--- src/rtl/truth_table_sweeper_pkg.sv ---
// truth_table_sweeper_pkg: shared FSM encoding and sweep-length helper for the truth table sweeper
package truth_table_sweeper_pkg;

    typedef enum logic [1:0] {
        IDLE  = 2'd0,
        DRIVE = 2'd1,
        DONE  = 2'd2
    } state_t;

    localparam int DEF_N_IN   = 4;
    localparam int DEF_DWELL  = 20;
    localparam int DEF_SETTLE = 2;

    // Number of input combinations swept for an n-input DUT.
    function automatic int vecs_of(input int n);
        return 1 << n;
    endfunction

endpackage

--- src/rtl/truth_table_sweeper_dwell_timer.sv ---
// truth_table_sweeper_dwell_timer: per-vector dwell counter with settle and end-of-dwell strobes
//   clk       in   system clock, rising edge
//   rst_n     in   synchronous active-low reset
//   clear     in   restart the count at zero
//   en        in   count this cycle (strobes are only raised while enabled)
//   at_settle out  count == SETTLE, the sample point of the current vector
//   at_end    out  count == DWELL-1, last cycle of the current vector
module truth_table_sweeper_dwell_timer
    import truth_table_sweeper_pkg::*;
#(
    parameter int DWELL  = DEF_DWELL,
    parameter int SETTLE = DEF_SETTLE
) (
    input  logic clk,
    input  logic rst_n,
    input  logic clear,
    input  logic en,
    output logic at_settle,
    output logic at_end
);

    localparam int CW = $clog2(DWELL);

    logic [CW-1:0] cnt;

    always_comb begin
        at_settle = en && (cnt == CW'(SETTLE));
        at_end    = en && (cnt == CW'(DWELL - 1));
    end

    always_ff @(posedge clk) begin
        if (!rst_n || clear)
            cnt <= '0;
        else if (en)
            cnt <= at_end ? '0 : cnt + 1'b1;
    end

endmodule

--- src/rtl/truth_table_sweeper.sv ---
// truth_table_sweeper: drives every input combination to a combinational DUT and captures its truth table
//   clk       in   system clock, rising edge
//   rst_n     in   synchronous active-low reset
//   start     in   one-cycle sweep request (ignored while a sweep runs)
//   f_in      in   DUT output under test
//   abcd      out  DUT input vector, MSB = A
//   busy      out  sweep in progress
//   done      out  table complete, held until the next accepted start or reset
//   table_out out  bit i = f_in captured while abcd == i
//   ones_cnt  out  number of ones in table_out
module truth_table_sweeper
    import truth_table_sweeper_pkg::*;
#(
    parameter int N_IN   = DEF_N_IN,
    parameter int DWELL  = DEF_DWELL,
    parameter int SETTLE = DEF_SETTLE
) (
    input  logic                    clk,
    input  logic                    rst_n,
    input  logic                    start,
    input  logic                    f_in,
    output logic [N_IN-1:0]         abcd,
    output logic                    busy,
    output logic                    done,
    output logic [(1<<N_IN)-1:0]    table_out,
    output logic [N_IN:0]           ones_cnt
);

    localparam int VECS = vecs_of(N_IN);

    state_t          state, state_nx;
    logic [N_IN-1:0] vec;
    logic            accept, last_vec, at_settle, at_end;

    truth_table_sweeper_dwell_timer #(
        .DWELL  (DWELL),
        .SETTLE (SETTLE)
    ) u_timer (
        .clk       (clk),
        .rst_n     (rst_n),
        .clear     (accept),
        .en        (state == DRIVE),
        .at_settle (at_settle),
        .at_end    (at_end)
    );

    always_comb begin
        accept   = start && (state != DRIVE);
        last_vec = (vec == N_IN'(VECS - 1));
        state_nx = state;
        if (accept)
            state_nx = DRIVE;
        else if (state == DRIVE && at_end && last_vec)
            state_nx = DONE;
    end

    // busy/done decode straight from the state register, so they can never both be high.
    always_comb begin
        busy = (state == DRIVE);
        done = (state == DONE);
        abcd = vec;
    end

    always_ff @(posedge clk) begin
        if (!rst_n) begin
            state     <= IDLE;
            vec       <= '0;
            table_out <= '0;
            ones_cnt  <= '0;
        end else begin
            state <= state_nx;
            if (accept) begin
                vec       <= '0;
                table_out <= '0;
                ones_cnt  <= '0;
            end else if (state == DRIVE) begin
                if (at_settle) begin
                    table_out[vec] <= f_in;
                    ones_cnt       <= ones_cnt + (N_IN+1)'(f_in);
                end
                // On the last vector vec stays at VECS-1 and the FSM moves to DONE.
                if (at_end && !last_vec)
                    vec <= vec + 1'b1;
            end
        end
    end

endmodule

--- config.mk ---
export PLATFORM = sky130hd
export DESIGN_NAME = truth_table_sweeper
export DESIGN_NICKNAME = d
export VERILOG_FILES = /design/src/rtl/truth_table_sweeper_pkg.sv /design/src/rtl/truth_table_sweeper_dwell_timer.sv /design/src/rtl/truth_table_sweeper.sv
export SDC_FILE = /design/constraint.sdc
export NUM_CORES = 1
export LEC_CHECK = 0
export ABC_CLOCK_PERIOD_IN_PS = 2100
export BUFFER_PORTS_ARGS = -buffer_cell sky130_fd_sc_hd__buf_2
export CORE_MARGIN = 5
export CORE_UTILIZATION = 35
export CTS_CLUSTER_SIZE = 28
export DETAILED_ROUTE_END_ITERATION = 12
export GPL_ROUTABILITY_DRIVEN = 0
export MAX_ROUTING_LAYER = met4
export PLACE_DENSITY_LB_ADDON = 0.1
export SETUP_SLACK_MARGIN = 0.05
export SLEW_MARGIN = 20
export SYNTH_ARGS = -nofsm -noshare
export SYNTH_HDL_FRONTEND = slang
export SYNTH_SLANG_ARGS = --single-unit
export TNS_END_PERCENT = 1
--- constraint.sdc ---
create_clock -name clk -period 2.1 [get_ports clk]
set_clock_uncertainty 0.15 [all_clocks]
set_input_delay 0.315 -clock clk [delete_from_list [all_inputs] [get_ports clk]]
set_output_delay 0.315 -clock clk [all_outputs]
set_load 0.03 [all_outputs]
# Word level (Yosys, flattened, before mapping)
# Index checks and enable logic that the tools add are counted.
# W data, S select, Z words.
# word_totals
regBits	32
in_bits	4
output_inout_bits	27
word_cells	38
# classes
magnitude_cmp	2
add_sub_neg	3
n_bitwise	1
n_eq_ne	6
muxes	6
reduce_logical	14
# op_table
cell	n
$bwmux W16	1
$logic_and A1 B1 Y1	7
$add A5 B1 Y5	1
$add A5 B1 Y5 const B	1
$eq A5 B2 Y1 const B	1
$eq A5 B5 Y1 const B	1
$lt A4 B5 Y1 const B	1
$mux W5	1
$add A4 B1 Y4 const B	1
$demux W1 S4	1
$eq A4 B4 Y1 const B	1
$ge A4 B1 Y1 const B	1
$reduce_and A2 Y1	2
$mux W1	3
$eq A2 B1 Y1 const B	1
$eq A2 B2 Y1 const B	1
$logic_not A1 Y1	2
$ne A2 B1 Y1 const B	1
$reduce_bool A2 Y1	1
$reduce_or A2 Y1	1
$logic_or A1 B1 Y1	1
$not A1 Y1	1

# Depth between registers and ports, before layout
# depth
ltp_word	6
ltp_mapped	8
mapped_depth_nobuf	6

# Cells and area by module
# Synthesis repeated with hierarchy kept, for this count alone.
# hier_totals
cells_unflattened	173
area_unflattened_um2	1650.3
# modules_own_cells
module	area_each_um2	n_inst	seq_area_each_um2	cells_each
truth_table_sweeper	1358.8	1	540.5	143
truth_table_sweeper_dwell_timer	291.5	1	100.1	30

# Worst setup path after synthesis
# No wires, ideal clock.
# synth_path
path_kind	register to register
from	register vec[0], in the netlist abcd[0]
to	register vec[3], in the netlist abcd[3]
arrival_ps	1562
setup_time_ps	72
path_buffers	0
synth_period_minus_slack_ps	1784
required_time_ps	1878
path_stages_with_launch	6
setup_slack_ps	316
path_cell_list	dfxtp_1 -> ha_1 -> nand3_1 -> and4_1 -> nand4_1 -> mux2i_1
# synth_between
elab_chain_len	4
elab_cells_between_ends	5
classes_between	add/sub: 1; eq/ne: 1; reduce/logical: 3
# synth_lines
element	line_no	source
start: declaration	truth_table_sweeper.sv:32	logic [N_IN-1:0] vec;
start signal: assignment	truth_table_sweeper.sv:83	vec <= vec + 1'b1;
$eq A4 B4 Y1	truth_table_sweeper.sv:49	last_vec = (vec == N_IN'(VECS - 1));
$logic_not A1 Y1	truth_table_sweeper.sv:82	if (at_end && !last_vec)
$logic_and A1 B1 Y1	truth_table_sweeper.sv:82	
$reduce_and A2 Y1 (no line)	n/a	
# Several ways; a longest one is shown, not always the timed one.
# A chain may end at the register's enable or synchronous reset.

# Worst setup path after layout
# layout_path
from	register u_timer.cnt[2]
to	register table_out[14]
# layout_between
elab_chain_len	3
# layout_lines
element	line_no	source
start: declaration	truth_table_sweeper_dwell_timer.sv:24	logic [CW-1:0] cnt;
start signal: assignment	truth_table_sweeper_dwell_timer.sv:35	cnt <= at_end ? '0 : cnt + 1'b1;
$eq A5 B2 Y1	truth_table_sweeper_dwell_timer.sv:27	at_settle = en && (cnt == CW'(SETTLE));
$logic_and A1 B1 Y1	truth_table_sweeper_dwell_timer.sv:27	
$reduce_and A2 Y1 (no line)	n/a	
end signal: indexed assignment	truth_table_sweeper.sv:78	table_out[vec] <= f_in;
end: declaration	truth_table_sweeper.sv:25	output logic [(1<<N_IN)-1:0] table_out,
# No other way between the ends.

==> metrics.yaml <==
clock_tree:
  clk_latency_ns: 0.28
  cts_hold_buf: 0
  numCtsBuffers: 5
  root_buffer: "clkbuf_8"
  cts.clk_slew.worst_paths_ns: 0.06
  clock_path_buffers: 2
  cts_max_level: 2
  cts_sinks: 32
  ctsResizeCount: 0
  cts_tree: "done"
  post_cts_buffers: 0
cells_and_area:
  mostFrequentLayoutCells: "32 x dfxtp_1, 30 x buf_2, 24 x nand2_1, 18 x nand3_1, 14 x mux2i_1"
  final_common_cell: "dfxtp_1"
  insertedDiodeCount: 0
  final_layout_size_suffix_gt1_frac: 0.2315
  layout.nets: 215
  fill_cells: 449
  areaGrowthSynthToFinish_pct: 19.31
  layoutNonFillerInstCount: 255
routing:
  ant_nets: 0
  routed_via_density: 5.071
  drtPass1Iterations: 4
  finalWirelength_um: 3488
  route.detailed.drc: 0
  vias: 1293
  avgRoutedWirePerCell_um: 13.68
  drtIter0Drc: 87
logic_synthesis:
  yosys_warnings: 0
  synth_cells: 171
  synth.avg_cell_area_sq_um: 8.905
  ys_seq_area_frac: 0.4207
  post-synth-top-area-cell: "dfxtp_1"
  synth_cell_type_count: 34
  synth_nets: 183
  synth_enable_flop_cells: 0
  ys_seq_elements: 32
  synthesis.area_sq_mm: 0.001523
  ys.flop_type: "dfxtp_1"
  synth_area_leaders: "dfxtp_1 42%, mux2i_1 9.2%, ha_1 6.6%"
  synth_top_area_frac: 0.4207
  async_reset_ff_frac: 0
worst_setup_path:
  cpMaxStageDelayCell: "or4b_4"
  crit_required_ns: 2.10
  r2r-start: "u_timer.cnt[2]"
  crit_path_max_incr_delay_ns: 0.57
  r2r_cells: 4
  path_cells: "or4b_4 -> nor4_1 -> mux2i_1 -> nor2_2"
  endpoint_kind: "flop"
  path_buf_inv: 0
  rrSetupSlack_ns: 0.15
  crit_type: "reg2reg"
  cp-start-kind: "flop"
  critical_path_arrival_ns: 1.95
  path_delay_family: "simple AND/OR/NAND/NOR gates"
  cp_max_fo: 6
  rr_endpoint: "table_out[14]"
floorplan:
  initial_utilization: 0.3546
  rows: 24
  die_height_um: 75.96
  ios: 31
  core_area_sq_mm: 0.004294
  die_area_sq_mm: 0.005770
  die_w_um: 75.96
flow_run:
  max-cap-violations: 0
power:
  ir_drop_uv: 260.7
  intPower_uw: 926.0
  power_frac_comb: 0.062
  power_density_mw_per_mm2: 660.2
  cellLeakagePower_nw: 0.8060
  swShare: 0.2280
  clkPwrFrac: 0.424
  seqPwrFrac: 0.514
  power.net_switching_uw: 273.4
grt:
  grt_use_total: 0.1284
  grt_max_degree: 17
  grt_pass1_wl_um: 5947
  grt_pass1_vias: 1235
  grt_overflow: 0
  antenna_found_initial: 0
sta:
  period_minus_slack_ns: 1.951
  rsz0062_at_grt: "false"
  tns_ns: 0
  relSlewSlack: 0.5830
  setup_violations: 0
  slew_violations: 0
  fin_crit_sh: 0.9291
  tightestPinTransition_ns: 0.6239
  hold_violations: 0
  fmax_ghz: 0.5126
place:
  dpl.hpwl_um: 2602
  port-buffer-count: 30
  dpl.cell_count: 248
hold_path:
  hold_path_depth: 3
  hold-path-endpoint: "state[0]"
  hp-start: "start"
  hold_class: "in2reg"
outcome:
  status: "finished clean"
-- layout make-up --
| type | instances | area [sq um] | share of cell area |
|---|---|---|---|
| inverter | 4 | 15.01 | 0.008264 |
| timing repair buffer | 33 | 172.7 | 0.09504 |
| multi-input combinational | 127 | 827.0 | 0.4552 |
| clock buffer | 7 | 96.34 | 0.05303 |
| tap | 52 | 65.06 | 0.03581 |
| sequential | 32 | 640.6 | 0.3526 |
-- stage by stage --
step           worst slack, ns  area (sq um)  utilization  hold slack, ns  total power [mW]
2_1_floorplan           0.3160          1523            -          0.2953            0.6836
3_3_place_gp            0.2150          1720       0.4006          0.2971            0.7044
3_5_place_dp            0.1542          1720       0.4006          0.3030            0.7050
4_1_cts                 0.1325          1817       0.4231          0.1675             1.215
5_1_grt                0.06228          1817       0.4231          0.1890             1.250
6_report                0.1490          1817       0.4231          0.1725             1.199
-- flip-flops by register name, summed over array words and instances, names as in the netlist --
register / cells
state: 2
u_timer.cnt: 5
ones_cnt: 5
abcd: 4
table_out: 16
-- cells by family after synthesis --
family,count (synthesis),share of synthesized area
AO/OA/AOI/OAI,17,0.06903
adder cells (fa/ha/maj),8,0.06574
flip-flops,32,0.4207
buffers and inverters,12,0.03615
AND/OR/NAND/NOR,82,0.2818
multiplexers,14,0.09203
XOR/XNOR,6,0.03451
-- synth_stat cells, types with 2 or more instances --
master and instances:
buf_2 5, nor2_2 3, and3_1 2, mux2i_1 14, nand4_1 6, dfxtp_1 32
nor3_1 2, and2_1 2, nor2b_1 5, o21ai_0 6, a21oi_1 5, ha_1 8
nand3_1 18, clkbuf_1 2, nand2_1 24, nor4_1 3, xor2_1 5, nor2_1 9
nand2b_1 2, inv_1 4
-- power by group through the flow --
stage                     registers (mW)  clock network, mW  logic, mW
final                              0.616              0.509     0.0741
after global routing               0.617              0.551     0.0818
after CTS                          0.616              0.524     0.0749
after detailed placement           0.630                  0     0.0750
after global placement             0.630                  0     0.0742
after floorplan                    0.629                  0     0.0547
-- how the worst max path moves through the flow --
stage	end	cells past startpoint	slack, ns	startpoint
CTS	table_out[12]	4	0.13	u_timer.cnt[2]
finish	table_out[14]	4	0.15	u_timer.cnt[2]
global placement	table_out[12]	4	0.22	u_timer.cnt[2]
detailed placement	table_out[12]	4	0.15	u_timer.cnt[2]
floorplan	abcd[3]	5	0.32	abcd[0]
global route	table_out[12]	4	0.06	u_timer.cnt[2]
-- routing by layer --
metal,track usage,wire (um),part of all wire,vias up
li1,-,-,-,655
met1,0.1728,1755,0.50,598
met2,0.1841,1529,0.44,34
met3,0.03318,153,0.044,6
met4,0.04804,50,0.014,0
met5,-,0,0,-
-- worst reg2reg max path: cells and delay by family (launching register included) --
family           cells  cell delay [ns]
multiplexers         1             0.28
AND/OR/NAND/NOR      3             1.03
flip-flops           1             0.37
(Power assumes the default switching activity.)
